## src/rtl/fejkon_pcie_data_path.sv

```systemverilog
// BAR0 single-DW memory TLP to CSR request bridge. Register read responses
// are returned on the TX stream as single-beat CplD TLPs.
package fejkon_pcie_data_path_pkg;

    localparam int unsigned ADDR_W = 62;
    localparam int unsigned DW_W   = 32;

    // Register-access request word
    typedef struct packed {
        logic [32:0]        rsvd;
        logic [ADDR_W-1:0]  addr;      // address[63:2]
        logic [DW_W-1:0]    payload;   // write data, or {8'h0, requester ID, tag}
        logic               is_write;
    } mem_req_t;

    // Register-access response word
    typedef struct packed {
        logic [63:0]        rsvd_hi;
        logic [DW_W-1:0]    data;
        logic [2:0]         rsvd_lo;
        logic [4:0]         lower_addr; // address[6:2]
        logic [15:0]        requester_id;
        logic [7:0]         tag;
    } mem_resp_t;

endpackage

module fejkon_pcie_data_path
    import fejkon_pcie_data_path_pkg::*;
(
    input  logic          clk,
    input  logic          reset,

    input  logic [255:0]  rx_st_data,
    input  logic [1:0]    rx_st_empty,
    input  logic          rx_st_error,
    input  logic          rx_st_startofpacket,
    input  logic          rx_st_endofpacket,
    input  logic          rx_st_valid,
    output logic          rx_st_ready,
    input  logic [7:0]    rx_st_bar,
    output logic          rx_st_mask,

    output logic [255:0]  tx_st_data,
    output logic          tx_st_startofpacket,
    output logic          tx_st_endofpacket,
    output logic          tx_st_valid,
    output logic [1:0]    tx_st_empty,
    output logic          tx_st_error,
    input  logic          tx_st_ready,

    input  logic [255:0]  data_tx_data,
    input  logic          data_tx_valid,
    input  logic          data_tx_startofpacket,
    input  logic          data_tx_endofpacket,
    input  logic [1:0]    data_tx_channel,
    input  logic [4:0]    data_tx_empty,
    output logic          data_tx_ready,

    output logic [127:0]  mem_access_req_data,
    output logic          mem_access_req_valid,
    input  logic          mem_access_req_ready,

    input  logic [127:0]  mem_access_resp_data,
    input  logic          mem_access_resp_valid,
    output logic          mem_access_resp_ready,

    input  logic [3:0]    tl_cfg_add,
    input  logic [31:0]   tl_cfg_ctl,
    input  logic [52:0]   tl_cfg_sts
);

    localparam logic [DW_W-1:0] CPLD_DW0      = 32'h4A00_0001;
    localparam logic [15:0]     CPLD_BYTE_CNT = 16'h0004;
    localparam logic [3:0]      CFG_ADD_ID    = 4'hF;

    logic [DW_W-1:0] hdr_dw2;
    logic [DW_W-1:0] hdr_dw3;
    logic [DW_W-1:0] hdr_dw4;
    logic [2:0]      tlp_fmt;
    logic [4:0]      tlp_type;
    logic [9:0]      tlp_len;
    logic [15:0]     rx_requester_id;
    logic [7:0]      rx_tag;

    logic            req_hit_c;
    mem_req_t        req_next_c;
    mem_resp_t       resp_c;
    logic            resp_fire_c;
    logic [255:0]    cpl_data_c;
    logic [1:0]      cpl_empty_c;
    logic [15:0]     completer_id;

    assign tlp_fmt         = rx_st_data[31:29];
    assign tlp_type        = rx_st_data[28:24];
    assign tlp_len         = rx_st_data[9:0];
    assign rx_requester_id = rx_st_data[63:48];
    assign rx_tag          = rx_st_data[47:40];
    assign hdr_dw2         = rx_st_data[95:64];
    assign hdr_dw3         = rx_st_data[127:96];
    assign hdr_dw4         = rx_st_data[159:128];

    assign rx_st_mask    = 1'b0;
    assign tx_st_error   = 1'b0;
    assign data_tx_ready = 1'b1;

    // Every beat is consumed whenever the request register can take a new word.
    assign rx_st_ready = !mem_access_req_valid || mem_access_req_ready;

    // Only single-beat, single-DW MRd/MWr (fmt 0xx, type 0) hitting BAR0 qualify.
    assign req_hit_c = rx_st_valid && rx_st_ready
                    && rx_st_startofpacket && rx_st_endofpacket
                    && !rx_st_error && rx_st_bar[0]
                    && (tlp_type == 5'h00) && !tlp_fmt[2]
                    && (tlp_len == 10'd1);

    always_comb begin : build_req
        req_next_c          = '0;
        req_next_c.is_write = tlp_fmt[1];
        if (tlp_fmt[0]) begin
            req_next_c.addr = {hdr_dw2, hdr_dw3[31:2]};
        end else begin
            req_next_c.addr = {32'h0, hdr_dw2[31:2]};
        end
        if (tlp_fmt[1]) begin
            // 3DW headers with a QW-unaligned address carry data in DW3
            if (!tlp_fmt[0] && hdr_dw2[2]) begin
                req_next_c.payload = hdr_dw3;
            end else begin
                req_next_c.payload = hdr_dw4;
            end
        end else begin
            req_next_c.payload = {8'h00, rx_requester_id, rx_tag};
        end
    end

    always_ff @(posedge clk or negedge reset) begin : req_reg
        if (!reset) begin
            mem_access_req_valid <= 1'b0;
            mem_access_req_data  <= '0;
        end else if (rx_st_ready) begin
            mem_access_req_valid <= req_hit_c;
            if (req_hit_c) begin
                mem_access_req_data <= req_next_c;
            end
        end
    end

    assign resp_c                = mem_access_resp_data;
    assign mem_access_resp_ready = !tx_st_valid || tx_st_ready;
    assign resp_fire_c           = mem_access_resp_valid && mem_access_resp_ready;

    always_comb begin : build_cpl
        cpl_data_c          = '0;
        cpl_empty_c         = 2'd1;
        cpl_data_c[31:0]    = CPLD_DW0;
        cpl_data_c[63:32]   = {completer_id, CPLD_BYTE_CNT};
        cpl_data_c[95:64]   = {resp_c.requester_id, resp_c.tag, 1'b0,
                               resp_c.lower_addr, 2'b00};
        // Payload sits in DW3 for QW-unaligned addresses, else DW4 after a zero DW3
        if (resp_c.lower_addr[0]) begin
            cpl_data_c[127:96]  = resp_c.data;
            cpl_empty_c         = 2'd2;
        end else begin
            cpl_data_c[159:128] = resp_c.data;
            cpl_empty_c         = 2'd1;
        end
    end

    always_ff @(posedge clk or negedge reset) begin : tx_reg
        if (!reset) begin
            tx_st_valid         <= 1'b0;
            tx_st_data          <= '0;
            tx_st_empty         <= '0;
            tx_st_startofpacket <= 1'b0;
            tx_st_endofpacket   <= 1'b0;
        end else if (mem_access_resp_ready) begin
            tx_st_valid <= mem_access_resp_valid;
            if (resp_fire_c) begin
                tx_st_data          <= cpl_data_c;
                tx_st_empty         <= cpl_empty_c;
                tx_st_startofpacket <= 1'b1;
                tx_st_endofpacket   <= 1'b1;
            end
        end
    end

    // Completer ID = {bus, device, function 0} from the hard-IP config sideband
    always_ff @(posedge clk or negedge reset) begin : cfg_reg
        if (!reset) begin
            completer_id <= '0;
        end else if (tl_cfg_add == CFG_ADD_ID) begin
            completer_id <= {tl_cfg_ctl[12:5], tl_cfg_ctl[4:0], 3'b000};
        end
    end

    logic unused_inputs;
    assign unused_inputs = ^{rx_st_empty, rx_st_bar[7:1], rx_st_data[255:160],
                             rx_st_data[39:32], rx_st_data[23:10],
                             data_tx_data, data_tx_valid, data_tx_startofpacket,
                             data_tx_endofpacket, data_tx_channel, data_tx_empty,
                             tl_cfg_ctl[31:13], tl_cfg_sts,
                             resp_c.rsvd_hi, resp_c.rsvd_lo};

endmodule

```

## config.mk

```make
export PLATFORM = sky130hd
export DESIGN_NAME = fejkon_pcie_data_path
export DESIGN_NICKNAME = d
export VERILOG_FILES = /design/src/rtl/fejkon_pcie_data_path.sv
export SDC_FILE = /design/constraint.sdc
export NUM_CORES = 1
export LEC_CHECK = 0
export BUFFER_PORTS_ARGS = -buffer_cell sky130_fd_sc_hd__buf_4
export CAP_MARGIN = 30
export CORE_AREA = 2 2 453 455
export CTS_BUF_LIST = sky130_fd_sc_hd__clkbuf_8
export CTS_CLUSTER_DIAMETER = 60
export DETAILED_ROUTE_END_ITERATION = 6
export DIE_AREA = 0 0 455 457
export PLACE_DENSITY = 0.3
export SKIP_LAST_GASP = 1
export SLEW_MARGIN = 20
export SYNTH_ARGS = -nofsm -noshare
export SYNTH_HDL_FRONTEND = slang
export SYNTH_SLANG_ARGS = --single-unit
export TNS_END_PERCENT = 30
```

## constraint.sdc

```tcl
create_clock -name clk -period 2.3 [get_ports clk]
set_input_delay 0.23 -clock clk [delete_from_list [all_inputs] [get_ports clk]]
set_output_delay 0.23 -clock clk [all_outputs]
set_load 0.05 [all_outputs]
```

==> results.py <==
metrics = {
    "pwr": {
        "power.density_nw_per_um2": 661,
        "vdd_drop_max_uv": 452,
        "p_leak_uw": 0.00896,
    },
    "critical_path": {
        "cp_num_buf_inv": 4,
        "slowest_delay_ps": 610,
        "crit_arrival_ps": 2750,
        "end_kind": "flop",
        "worstSetupStartpointType": "input pin",
        "cp_max_fo": 14,
        "crit_type": "input pin to flop",
        "cp.required_ps": 2980,
        "path_delay_family": "buffers and inverters",
        "crit_chain": "dlygate4sd3_1, buf_4, nor2b_4, buf_4, nand2_1, a31oi_1, dlygate4sd3_1, mux2_2",
        "cp_slowest_cell": "dlygate4sd3_1",
    },
    "clock_tree": {
        "cts_resized": 0,
        "clk_latency_ps": 760,
        "post-cts-setup-buffers": 0,
        "cts_tree": "built",
        "root_buffer": "clkbuf_8",
        "cts_made_buffers": 52,
        "cts.path.max_buffers": 3,
        "clkSinkCount": 218,
        "cts_max_level": 2,
        "clk_pin_slew_ps": 50,
    },
    "synthesis": {
        "synth_top_area_share_pct": 50.0,
        "synth-xor-area-share_pct": 0,
        "synthTopCellsByArea": "dfrtp_1, mux2_2, buf_4",
        "synth_compound_area_share_pct": 4.96,
        "synth_fa_ha_area_share_pct": 0,
        "syn_area_sq_um": 10900,
        "synth-simple-area-share_pct": 10.4,
        "synth_area_per_cell_sq_um": 10.5,
        "synth_cell_types": 27,
        "synthMuxAreaShare_pct": 18.1,
        "yosysSeqAreaShare_pct": 50.0,
        "synthCells": 1042,
        "yosysWarnings": 0,
        "ys_seq_elements": 218,
        "synth_top_family_by_area": "multiplexers",
        "yosysTopAreaCell": "dfrtp_1",
    },
    "floorplan": {
        "ios": 1153,
        "die_area_sq_um": 208000,
        "row_count": 166,
        "die_h_microns": 457,
        "core_area_sq_um": 203000,
        "initial_core_util_pct": 5.36,
        "fp.dieW_microns": 455,
    },
    "finish": {
        "final_area_sq_um": 20400,
        "mostFrequentLayoutCells": "buf_4, dfrtp_1, dlygate4sd3_1",
        "finalNetCount": 2484,
        "regArea_sq_um": 5460,
        "num-fill-cells": 23500,
        "final_common_cell": "buf_4",
        "final_cells": 4461,
        "area_delta_synth_final_pct": 87.1,
        "drive_gt1_share_pct": 40.4,
        "multi_input_area_sq_um": 4350,
    },
    "global_route": {
        "grt_antenna_before_repair": 21,
        "track_usage_pct": 5.42,
        "grt-ovfl-total": 0,
        "grt_pass1_vias": 9845,
        "grt_max_degree": 71,
        "grt_pass1_wl_microns": 77800,
    },
    "timing": {
        "fin_ws_ps": 231,
        "period_minus_slack_ps": 2070,
        "setup_violations": 0,
        "maxSlewHeadroom_pct": 60.2,
        "finalSetupTns_ps": 0,
        "clock.fmax_mhz": 483,
        "period_share_pct": 90.0,
        "hold_viol_final": 0,
        "skew_ps": 101,
        "tightest_slew_ps": 597,
        "finalMaxSlewViolations": 0,
        "grt_setup_unrepaired": "false",
    },
    "route": {
        "drc": 0,
        "drt.antenna.violating_nets": 0,
        "vias": 9409,
        "firstDrtPassIters": 4,
        "detail_route.wl_per_cell_microns": 13.0,
        "drt_iter0_drc": 232,
        "vias_per_cell": 2.11,
        "drt-total-wl_microns": 58100,
    },
    "worst_hold_path": {
        "hold_path.class": "input pin to flop",
    },
    "placed_design": {
        "place_hpwl_microns": 45600,
        "placedCellCount": 4148,
        "place.gp.congestion": 0.691,
        "port_buffers": 439,
        "place_area_sq_um": 17100,
        "pre_cts_ws_ps": 105,
    },
    "outcome": {
        "status": "finished, final reports clean",
    },
    "job": {
        "cap_violations": 0,
    },
}
-- power by group --
part	internal (uW)	switching [uW]	total, uW
clock	3100	2250	5350
combinational	1260	2540	3790
sequential	4160	173	4330
-- Yosys cell counts --
cell type  instances
inv_1             34
mux2_2           142
mux2_1             4
o21ai_0           65
nor2_1            24
nor4bb_1           1
nor4_1             2
buf_6              1
a21oi_1            1
nor2b_1            2
or2_2              1
nor3_1             1
dfrtp_1          218
a21boi_0           8
buf_4            192
nand2b_1          36
conb_1             2
buf_1              5
nand3b_1           1
clkbuf_1          31
mux2i_1           33
nand4bb_1          1
nand2_1          194
nor3_2             1
nand4_1            2
buf_2             16
a31oi_1           24
-- layer usage --
layer	vias up	share of wire (%)	GRT usage (%)
li1	4418	-	-
met1	4399	39	6.02
met2	493	49	9.35
met3	89	9.2	2.17
met4	10	2.7	1.69
met5	-	0.12	0
-- tightest hold or removal path: stages --
cell	delay, ps
buf_4	100
mux2_2	230
mux2_2	170
-- final cells by class --
type | count | share of cell area, %
repair buffers | 696 | 28.9
flip-flops and latches | 218 | 26.7
multi-input cells | 724 | 21.3
well taps | 2688 | 16.5
clock buffers | 67 | 4.52
clock inverters | 27 | 1.34
inverters | 34 | 0.625
diodes | 7 | 0.0859
-- path summary, 6_finish.rpt --
kind,start,to,slack [ps],depth (start not counted)
setup / recovery,rx_st_data[66],mem_access_req_data[1]$_DFFE_PN0P_,230,8
min in group asynchronous,reset,tx_st_data[96]$_DFFE_PN0P_,150,3
hold / removal,rx_st_data[107],mem_access_req_data[42]$_DFFE_PN0P_,70,3
hold reg to reg,tx_st_empty[0]$_DFFE_PN0P_,tx_st_empty[0]$_DFFE_PN0P_,480,2
max in group asynchronous,reset,mem_access_req_data[5]$_DFFE_PN0P_,1660,3
setup reg to reg,mem_access_req_valid$_DFFE_PN0N_,mem_access_req_data[84]$_DFFE_PN0P_,230,7
-- stage by stage --
step	power, uW	hold slack [ps]	util, %
after CTS	14000	9.21	10.0
after global routing	14300	23.4	10.0
final	13500	70.4	10.0
after floorplan	6750	-65.6	-
after detailed placement	7880	197	8.39
after global placement	7880	200	8.39
-- flip-flops by register name, summed over array words and instances (netlist names) --
| name | flops |
|---|---|
| completer_id | 13 |
| mem_access_req_data | 95 |
| mem_access_req_valid | 1 |
| tx_st_data | 107 |
| tx_st_empty | 1 |
| tx_st_valid | 1 |
-- cell families (layout without fill, tap and decap cells) --
family | Yosys count | in the layout
other | 2 | 188
buffers and inverters | 279 | 824
AOI/OAI and AO/OA | 98 | 98
DFF | 218 | 218
muxes | 179 | 179
and+or+nand+nor | 266 | 266
-- what timing repair did --
item	in CTS	in global routing
hold buffers	212	0
setup endpoints to repair	0	0
hold endpoints to repair	422	0
(Power assumes the default switching activity.)
